<file path="src/rtl/uart_pkg.sv">
// uart_pkg: receiver/transmitter shared state encoding and default frame constants
package uart_pkg;
  localparam int UART_PRESCALE  = 8;
  localparam int UART_DATA_BITS = 8;
  typedef enum logic [2:0] {IDLE, START, DATA, PARITY, STOP} uart_state_e;
endpackage

</file>
<file path="src/rtl/uart_maj3.sv">
// uart_maj3: two-out-of-three majority vote over line samples
module uart_maj3 (
  input  logic a,
  input  logic b,
  input  logic c,
  output logic y
);
  assign y = (a & b) | (a & c) | (b & c);
endmodule

</file>
<file path="src/rtl/uart_rx_sampler.sv">
// uart_rx_sampler: oversampled UART bit recovery with start validation and per-bit strobes
module uart_rx_sampler
  import uart_pkg::*;
#(
  parameter int PRESCALE  = UART_PRESCALE,
  parameter int DATA_BITS = UART_DATA_BITS
) (
  input  logic clk,
  input  logic rst,
  input  logic rx_raw,
  input  logic par_en,
  output logic frame_busy,
  output logic rx_bit,
  output logic bit_strobe,
  output logic start_glitch,
  output logic frame_done
);
  localparam int CW = $clog2(PRESCALE);
  localparam logic [CW-1:0] C_S0  = CW'(PRESCALE / 2 - 1);
  localparam logic [CW-1:0] C_S1  = CW'(PRESCALE / 2);
  localparam logic [CW-1:0] C_V   = CW'(PRESCALE / 2 + 1);
  localparam logic [CW-1:0] C_END = CW'(PRESCALE - 1);
  localparam logic [3:0]    NB    = 4'(DATA_BITS);
  uart_state_e state_q, state_d;
  logic [CW-1:0] cnt_q, cnt_d;
  logic [3:0] bcnt_q, bcnt_d;
  logic sync1_q, rx_s_q, prev_q;
  logic par_q, par_d, s0_q, s0_d, s1_q, s1_d;
  logic busy_q, busy_d, rx_bit_q, rx_bit_d, strobe_q, strobe_d;
  logic glitch_q, glitch_d, done_q, done_d;
  logic vote, at_v, wrap;
  uart_maj3 u_maj3 (.a(s0_q), .b(s1_q), .c(rx_s_q), .y(vote));
  assign at_v = cnt_q == C_V;
  assign wrap = cnt_q == C_END;
  // prev_q resets low so the line must be seen high once before a falling edge counts
  always_ff @(posedge clk or negedge rst) begin
    if (!rst) begin
      sync1_q  <= 1'b1;
      rx_s_q   <= 1'b1;
      prev_q   <= 1'b0;
      state_q  <= IDLE;
      cnt_q    <= '0;
      bcnt_q   <= '0;
      par_q    <= 1'b0;
      s0_q     <= 1'b0;
      s1_q     <= 1'b0;
      busy_q   <= 1'b0;
      rx_bit_q <= 1'b0;
      strobe_q <= 1'b0;
      glitch_q <= 1'b0;
      done_q   <= 1'b0;
    end else begin
      sync1_q  <= rx_raw;
      rx_s_q   <= sync1_q;
      prev_q   <= rx_s_q;
      state_q  <= state_d;
      cnt_q    <= cnt_d;
      bcnt_q   <= bcnt_d;
      par_q    <= par_d;
      s0_q     <= s0_d;
      s1_q     <= s1_d;
      busy_q   <= busy_d;
      rx_bit_q <= rx_bit_d;
      strobe_q <= strobe_d;
      glitch_q <= glitch_d;
      done_q   <= done_d;
    end
  end
  always_comb begin
    state_d  = state_q;
    cnt_d    = (state_q == IDLE || wrap) ? '0 : cnt_q + 1'b1;
    bcnt_d   = bcnt_q;
    par_d    = par_q;
    s0_d     = (cnt_q == C_S0) ? rx_s_q : s0_q;
    s1_d     = (cnt_q == C_S1) ? rx_s_q : s1_q;
    busy_d   = busy_q & ~done_q;
    rx_bit_d = rx_bit_q;
    strobe_d = 1'b0;
    glitch_d = 1'b0;
    done_d   = 1'b0;
    unique case (state_q)
      IDLE: if (prev_q && !rx_s_q) begin
        state_d = START;
        par_d   = par_en;
      end
      START: if (at_v) begin
        state_d  = vote ? IDLE : START;
        glitch_d = vote;
        busy_d   = ~vote;
      end else if (wrap) state_d = DATA;
      DATA: if (at_v) begin
        strobe_d = 1'b1;
        rx_bit_d = vote;
        bcnt_d   = bcnt_q + 4'd1;
      end else if (wrap && bcnt_q == NB) begin
        bcnt_d  = '0;
        state_d = par_q ? PARITY : STOP;
      end
      PARITY: if (at_v) begin
        strobe_d = 1'b1;
        rx_bit_d = vote;
      end else if (wrap) state_d = STOP;
      STOP: if (at_v) begin
        strobe_d = 1'b1;
        rx_bit_d = vote;
        done_d   = 1'b1;
        state_d  = IDLE;
      end
      default: state_d = IDLE;
    endcase
  end
  assign frame_busy   = busy_q;
  assign rx_bit       = rx_bit_q;
  assign bit_strobe   = strobe_q;
  assign start_glitch = glitch_q;
  assign frame_done   = done_q;
endmodule

</file>
<file path="config.mk">
export PLATFORM = sky130hd
export DESIGN_NAME = uart_rx_sampler
export DESIGN_NICKNAME = d
export VERILOG_FILES = /design/src/rtl/uart_pkg.sv /design/src/rtl/uart_maj3.sv /design/src/rtl/uart_rx_sampler.sv
export SDC_FILE = /design/constraint.sdc
export NUM_CORES = 1
export LEC_CHECK = 0
export ABC_AREA = 1
export BUFFER_PORTS_ARGS = -buffer_cell sky130_fd_sc_hd__buf_2
export CORE_MARGIN = 5
export CORE_UTILIZATION = 50
export CTS_BUF_LIST = sky130_fd_sc_hd__clkbuf_4
export DETAILED_ROUTE_END_ITERATION = 8
export PLACE_DENSITY = 0.68
export SYNTH_ARGS = -nofsm -noshare
export SYNTH_HDL_FRONTEND = slang
export SYNTH_SLANG_ARGS = --single-unit
</file>
<file path="constraint.sdc">
create_clock -name clk -period 2.1 [get_ports clk]
set_input_delay 0.105 -clock clk [delete_from_list [all_inputs] [get_ports clk]]
set_output_delay 0.105 -clock clk [all_outputs]
set_load 0.005 [all_outputs]
</file>
==> flow_summary.ini, run 1 <==
[clock_tree]
worst_setup_hold_path_clk_slew_ps = 110
tritoncts = yes
post_cts.repair.setup_buffers = 0
cts_root_buffer = sky130_fd_sc_hd__clkbuf_4
clock_insertion_delay_worst_skew_ps = 300
cts_buffers = 3
cts_hold_repair.buffers = 2
clock_tree.htree_level_count = 1
clock_sink_count = 21
number_of_gates_resized_after_cts = 0
ctsLongestPathBuffers = 2

[layout]
antenna-diode-count = 0
largest_reg_flops = 4
layout.cells.most_common_list = sky130_fd_sc_hd__nand2_1, sky130_fd_sc_hd__dfrtp_1, sky130_fd_sc_hd__inv_1
biggestRegsByFlops = bcnt_q x4, cnt_q x3, state_q x3
design_area_um2 = 1190
registers.top_by_ff_count = bcnt_q
num-nets-final = 146
post_route_cells_drive_above_1_share_pct = 21.6
layout.cells.most_common = sky130_fd_sc_hd__nand2_1
syn_to_final_growth_pct = 11.6

[worst_setup_path]
critical_path_class = reg -> reg
cpMaxStageDelayCell = sky130_fd_sc_hd__dfrtp_1
number_of_cells_on_the_worst_reg_to_reg_path = 9
critPathLaunchType = flip-flop
path_cells = ha_1 > ha_1 > nand2_1 > nor2_1 > nor2_2 > nor2_2 > nand2_2 > nand2_1 > nand2_1
path_common_cell = sky130_fd_sc_hd__nand2_1
crit_required_ps = 2300
crit_path_capture_type = flip-flop
biggest_cell_delay_along_the_critical_path_ps = 400
cp_max_fo = 4
arrival_ps = 1720

[logic_synthesis]
ys_seq_elements = 21
complex_gate_fraction_of_the_synthesized_area_pct = 7.52
synthesis.yosys.warnings = 0
syn-num-nets = 131
yosysSeqAreaShare_pct = 49.6
synthAdderAreaFrac_pct = 8.23
synthXorXnorAreaFrac_pct = 1.65
synthDominantCellAreaShare_pct = 44.7
netlist.top_cell.by_area = sky130_fd_sc_hd__dfrtp_1
post_synth_main_area_contributors = sky130_fd_sc_hd__dfrtp_1, sky130_fd_sc_hd__nand2_1, sky130_fd_sc_hd__ha_1
ys_types = 23
syn-mean-instance-area_um2 = 8.87
syn-cell-area_um2 = 1060
yosys.area_share.simple_pct = 27.0
synth_top_family_by_area = simple AND/OR/NAND/NOR gates
synth.area.mux_share_pct = 0
postSynthCellCount = 120

[timing]
hold_viol_final = 0
upper_clock_frequency_limit_mhz = 661
rsz0062_at_grt = false
final_max_slew_viol_count = 0
report.final.setup_viol = 0
worst_pin_slew_ps = 455
layout_worst_path_cycle_share_pct = 72.0
layout_min_cycle_time_ps = 1510
clock_skew_ps = 5.65
hold_ws_ps = 41.4
sum_of_negative_setup_slack_ps = 0
relSlewSlack_pct = 69.7
final_critical_path_setup_slack_ps = 588

[floorplan]
io-pin-count = 9
floorplan.initialDensity_pct = 53.2
area_of_the_core_um2 = 2000
placement_rows = 16
chipWidth_um = 56.1
die_height_um = 56.1
die_area_um2 = 3150

[hold_path]
min-delay-path-class = in -> reg
min_delay_path_depth = 3

[route]
wire_per_inst_um = 11.1
drt_pre_antenna_iters = 4
routed_wirelength_mm = 1.79
detail_route.iter0.violations = 31
dr_total_vias = 794
post_drt_via_cell_ratio = 4.93
drcViolationCount = 0
number_of_routed_nets_with_antenna_violations = 0

[power]
cellPowerDensity_nw_per_um2 = 1170
ir_worst_vdd_v = 0.000601
static-leakage-power_nw = 0.610

[grt]
grt_pass1_wl_mm = 3.44
overflow_after_grt = 0
grt_antenna_before_repair = 0
grt_max_degree = 22
tot_gr_track_use_pct = 13.9
via_count_of_the_first_global_routing_pass = 767

[place]
place.gp.congestion = 0.835
place_worst_setup_slack_ps = 596
placed_area_um2 = 1140
io_buffers = 8
post-dp-hpwl_mm = 1.35

[status]
run_status = finished, final reports clean

[flow_run]
max-cap-violations = 0
cells in the mapped netlist:
cell and number:
sky130_fd_sc_hd__nand2_1 24, sky130_fd_sc_hd__dfrtp_1 19, sky130_fd_sc_hd__inv_1 14, sky130_fd_sc_hd__nor2_1 13, sky130_fd_sc_hd__nand3_1 9, sky130_fd_sc_hd__ha_1 7
sky130_fd_sc_hd__o21ai_0 5, sky130_fd_sc_hd__a21oi_1 4, sky130_fd_sc_hd__nand2_2 4, sky130_fd_sc_hd__inv_2 3, sky130_fd_sc_hd__dfstp_2 2, sky130_fd_sc_hd__nor2_2 2
sky130_fd_sc_hd__nor2_4 2, sky130_fd_sc_hd__nor3_1 2, sky130_fd_sc_hd__o22ai_1 2, sky130_fd_sc_hd__a21oi_2 1, sky130_fd_sc_hd__a31oi_1 1, sky130_fd_sc_hd__nand3_2 1
sky130_fd_sc_hd__nand3_4 1, sky130_fd_sc_hd__o31ai_1 1, sky130_fd_sc_hd__or2_2 1, sky130_fd_sc_hd__xnor2_1 1, sky130_fd_sc_hd__xor2_1 1
power breakdown:
part	internal (mW)	leakage [nW]	switching, mW
Combinational	0.218	0.324	0.349
Clock	0.0869	0.0184	0.114
Sequential	0.517	0.269	0.105
Total	0.821	0.610	0.569
per-stage QoR:
stage	power [mW]	std cells	utilization, %
4_1_cts	1.41	161	59.4
3_5_place_dp	1.20	155	56.9
6_report	1.39	161	59.4
5_1_grt	1.53	161	59.4
2_1_floorplan	1.06	120	-
3_3_place_gp	1.18	155	56.9
layer usage:
layer	routed length [um]	share of wire, %	global-route usage [%]	up-vias
met1	850	47	17.5	355
met3	109	6.1	4.64	5
met2	806	45	22.0	26
met5	0	0	0	-
met4	26	1.5	5.08	0
li1	-	-	-	408
worst max-delay path, delay by kind of cell (launching register included):
family,cells,cell delay (ps)
DFF,1,400
and+or+nand+nor,7,620
adders and majority gates,2,390
cell type report:
cell class | count | area (um^2)
clock buffers | 4 | 30.0
well taps | 27 | 33.8
repair buffers | 10 | 60.1
flip-flops and latches | 21 | 528
fillers | 188 | 813
inverters | 17 | 63.8
multi-input cells | 82 | 473
worst paths after layout:
check | slack [ps] | end | from
setup / recovery | 590 | state_q[1]$_DFFE_PN0P_ | cnt_q[0]$_DFF_PN0_
hold / removal | 40 | par_q$_DFFE_PN0P_ | par_en
setup reg to reg | 590 | state_q[1]$_DFFE_PN0P_ | cnt_q[0]$_DFF_PN0_
hold reg to reg | 360 | rx_s_q$_DFF_PN1_ | sync1_q$_DFF_PN1_
max in group asynchronous | 1490 | sync1_q$_DFF_PN1_ | rst
min in group asynchronous | 270 | state_q[2]$_DFFE_PN0P_ | rst
kinds of logic (layout without fill, tap and decap cells):
family | count (synthesis) | count (layout)
and+or+nand+nor | 59 | 59
DFF | 21 | 21
buffers and inverters | 17 | 31
AOI/OAI and AO/OA | 14 | 14
adders and majority gates | 7 | 7
xor gates and xnor gates | 2 | 2
Power figures use the tool's default switching activity.
==> run 2, diff against run 1 <==
clock period = 1.6 ns   (was 2.1 ns; I/O delays follow)
==> run 2 against run 1 <==
- count of clock-buffer cells in the layout did not move
- first-iteration DRC count rose by 13%
- die area stayed put
- utilization up 0.88 points
- clock power up 33%
- design area is 1.5% higher
- final cell count up 0.62%
- critical path type unchanged
- critical endpoint unchanged
==> flow_summary.ini, run 2 (synthesis results as in run 1) <==
[power]
p_total_mw = 1.86
cellPowerDensity_nw_per_um2 = 1550
static-leakage-power_nw = 0.614
ir_worst_vdd_v = 0.000801

[clock_tree]
clock_insertion_delay_worst_skew_ps = 300
ctsLongestPathBuffers = 2
clock_tree.htree_level_count = 1
cts_root_buffer = sky130_fd_sc_hd__clkbuf_4
cts_buffers = 3
clock_sink_count = 21
worst_setup_hold_path_clk_slew_ps = 110
tritoncts = yes

[route]
routed_wirelength_mm = 1.83
dr_total_vias = 797
wire_per_inst_um = 11.3
drcViolationCount = 0
post_drt_via_cell_ratio = 4.92
detail_route.iter0.violations = 35
number_of_routed_nets_with_antenna_violations = 0
drt_pre_antenna_iters = 4

[timing]
relSlewSlack_pct = 69.6
layout_min_cycle_time_ps = 1450
final_max_slew_viol_count = 0
report.final.setup_viol = 0
upper_clock_frequency_limit_mhz = 688
hold_viol_final = 0
worst_pin_slew_ps = 457
clock_skew_ps = 5.50
layout_worst_path_cycle_share_pct = 90.8
hold_ws_ps = 10.8

[layout]
layoutNonFillerInstCount = 162
design_area_um2 = 1210
layout.cells.most_common_list = sky130_fd_sc_hd__nand2_1, sky130_fd_sc_hd__dfrtp_1, sky130_fd_sc_hd__inv_1
biggestRegsByFlops = bcnt_q x4, cnt_q x3, state_q x3
num-nets-final = 147
antenna-diode-count = 0
layout.cells.most_common = sky130_fd_sc_hd__nand2_1
registers.top_by_ff_count = bcnt_q
syn_to_final_growth_pct = 13.3
filler_cell_count = 189
post_route_cells_drive_above_1_share_pct = 23.7
largest_reg_flops = 4

[worst_setup_path]
path_cells = ha_1 > nand2_2 > inv_1 > nand3_4 > nand2_2 > nor2_4 > nand2_2 > nand2_1 > nand2_1
critPathLaunchType = flip-flop
cp_max_fo = 8
biggest_cell_delay_along_the_critical_path_ps = 420
worstReg2RegEnd = state_q[1]$_DFFE_PN0P_
arrival_ps = 1660
path_common_cell = sky130_fd_sc_hd__nand2_2
cpMaxStageDelayCell = sky130_fd_sc_hd__dfrtp_1
number_of_buffers_and_inverters_on_the_critical_path = 1
crit_path_capture_type = flip-flop
crit_required_ps = 1810
critical_path_class = reg -> reg
crit_path_to = state_q[1]$_DFFE_PN0P_
r2r_slack_ps = 150
startpoint = cnt_q[0]$_DFF_PN0_
worst_path_dominant_cell_family = simple AND/OR/NAND/NOR gates
number_of_cells_on_the_worst_reg_to_reg_path = 9
r2r_start = cnt_q[0]$_DFF_PN0_
critical_path_cell_count = 9

[status]
run_status = finished, final reports clean

[place]
placed_area_um2 = 1140
io_buffers = 8
post-dp-hpwl_mm = 1.35
post-place-cells = 155
place.gp.congestion = 0.835

[floorplan]
chipWidth_um = 56.1
placement_rows = 16
io-pin-count = 9
area_of_the_core_um2 = 2000
die_area_um2 = 3150
floorplan.initialDensity_pct = 53.2
die_height_um = 56.1

[grt]
overflow_after_grt = 0
grt_antenna_before_repair = 0
grt_pass1_wl_mm = 3.44
tot_gr_track_use_pct = 13.9
via_count_of_the_first_global_routing_pass = 767
grt_max_degree = 22

[hold_path]
min-delay-path-class = in -> reg

[flow_run]
max-cap-violations = 0
## run 2: through the flow
step           worst slack [ps]  utilization [%]  TNS (ps)
2_1_floorplan               208                -         0
6_report                    147             60.3         0
3_5_place_dp               95.6             56.9         0
5_1_grt                   -8.59             60.3     -8.59
3_3_place_gp                147             56.9         0
4_1_cts                    73.9             59.4         0
## run 2: worst reg2reg max path, cell delays in order (launching register included)
cell	delay, ps
sky130_fd_sc_hd__dfrtp_1	420
sky130_fd_sc_hd__ha_1	220
sky130_fd_sc_hd__nand2_2	150
sky130_fd_sc_hd__inv_1	110
sky130_fd_sc_hd__nand3_4	110
sky130_fd_sc_hd__nand2_2	70
sky130_fd_sc_hd__nor2_4	120
sky130_fd_sc_hd__nand2_2	60
sky130_fd_sc_hd__nand2_1	50
sky130_fd_sc_hd__nand2_1	40
## run 2: worst min path at each step
| stage | startpoint | end | slack [ps] | cells past startpoint |
|---|---|---|---|---|
| finish | par_en | par_q$_DFFE_PN0P_ | 10 | 3 |
| global route | par_en | par_q$_DFFE_PN0P_ | 0.5 | 3 |
| CTS | par_en | par_q$_DFFE_PN0P_ | 1 | 3 |
| detailed placement | rst | bit_strobe$_DFF_PN0_ | 60 | 1 |
| global placement | rst | frame_busy$_DFF_PN0_ | 50 | 1 |
| floorplan | rst | bcnt_q[0]$_DFFE_PN0P_ | -220 | 0 |
## run 2: metal layers
metal	track usage (%)	up-vias	wire length, um
met5	0	-	0
met4	5.08	0	25
met3	4.64	4	73
met2	22.0	12	866
met1	17.5	369	868
li1	-	412	-
## run 2: area by class of cell
class | count | area, um^2 | area share [%]
Sequential cell | 21 | 528 | 43.8
Multi-Input combinational cell | 82 | 483 | 40.0
Timing Repair Buffer | 11 | 67.6 | 5.60
Inverter | 17 | 63.8 | 5.29
Tap cell | 27 | 33.8 | 2.80
Clock buffer | 4 | 30.0 | 2.49
## run 2: report_power, final
part	leakage [nW]	switching (mW)	internal, mW
Combinational	0.327	0.474	0.307
Clock	0.0184	0.152	0.114
Sequential	0.269	0.139	0.678
## run 2: timing repair
| item | CTS | global route |
|---|---|---|
| endpoints found under the hold margin | 20 | 0 |
| setup endpoints to repair | 0 | 6 |
| hold buffers | 2 | 0 |
| buffers inserted | 0 | 1 |
| gates resized for setup | 0 | 3 |
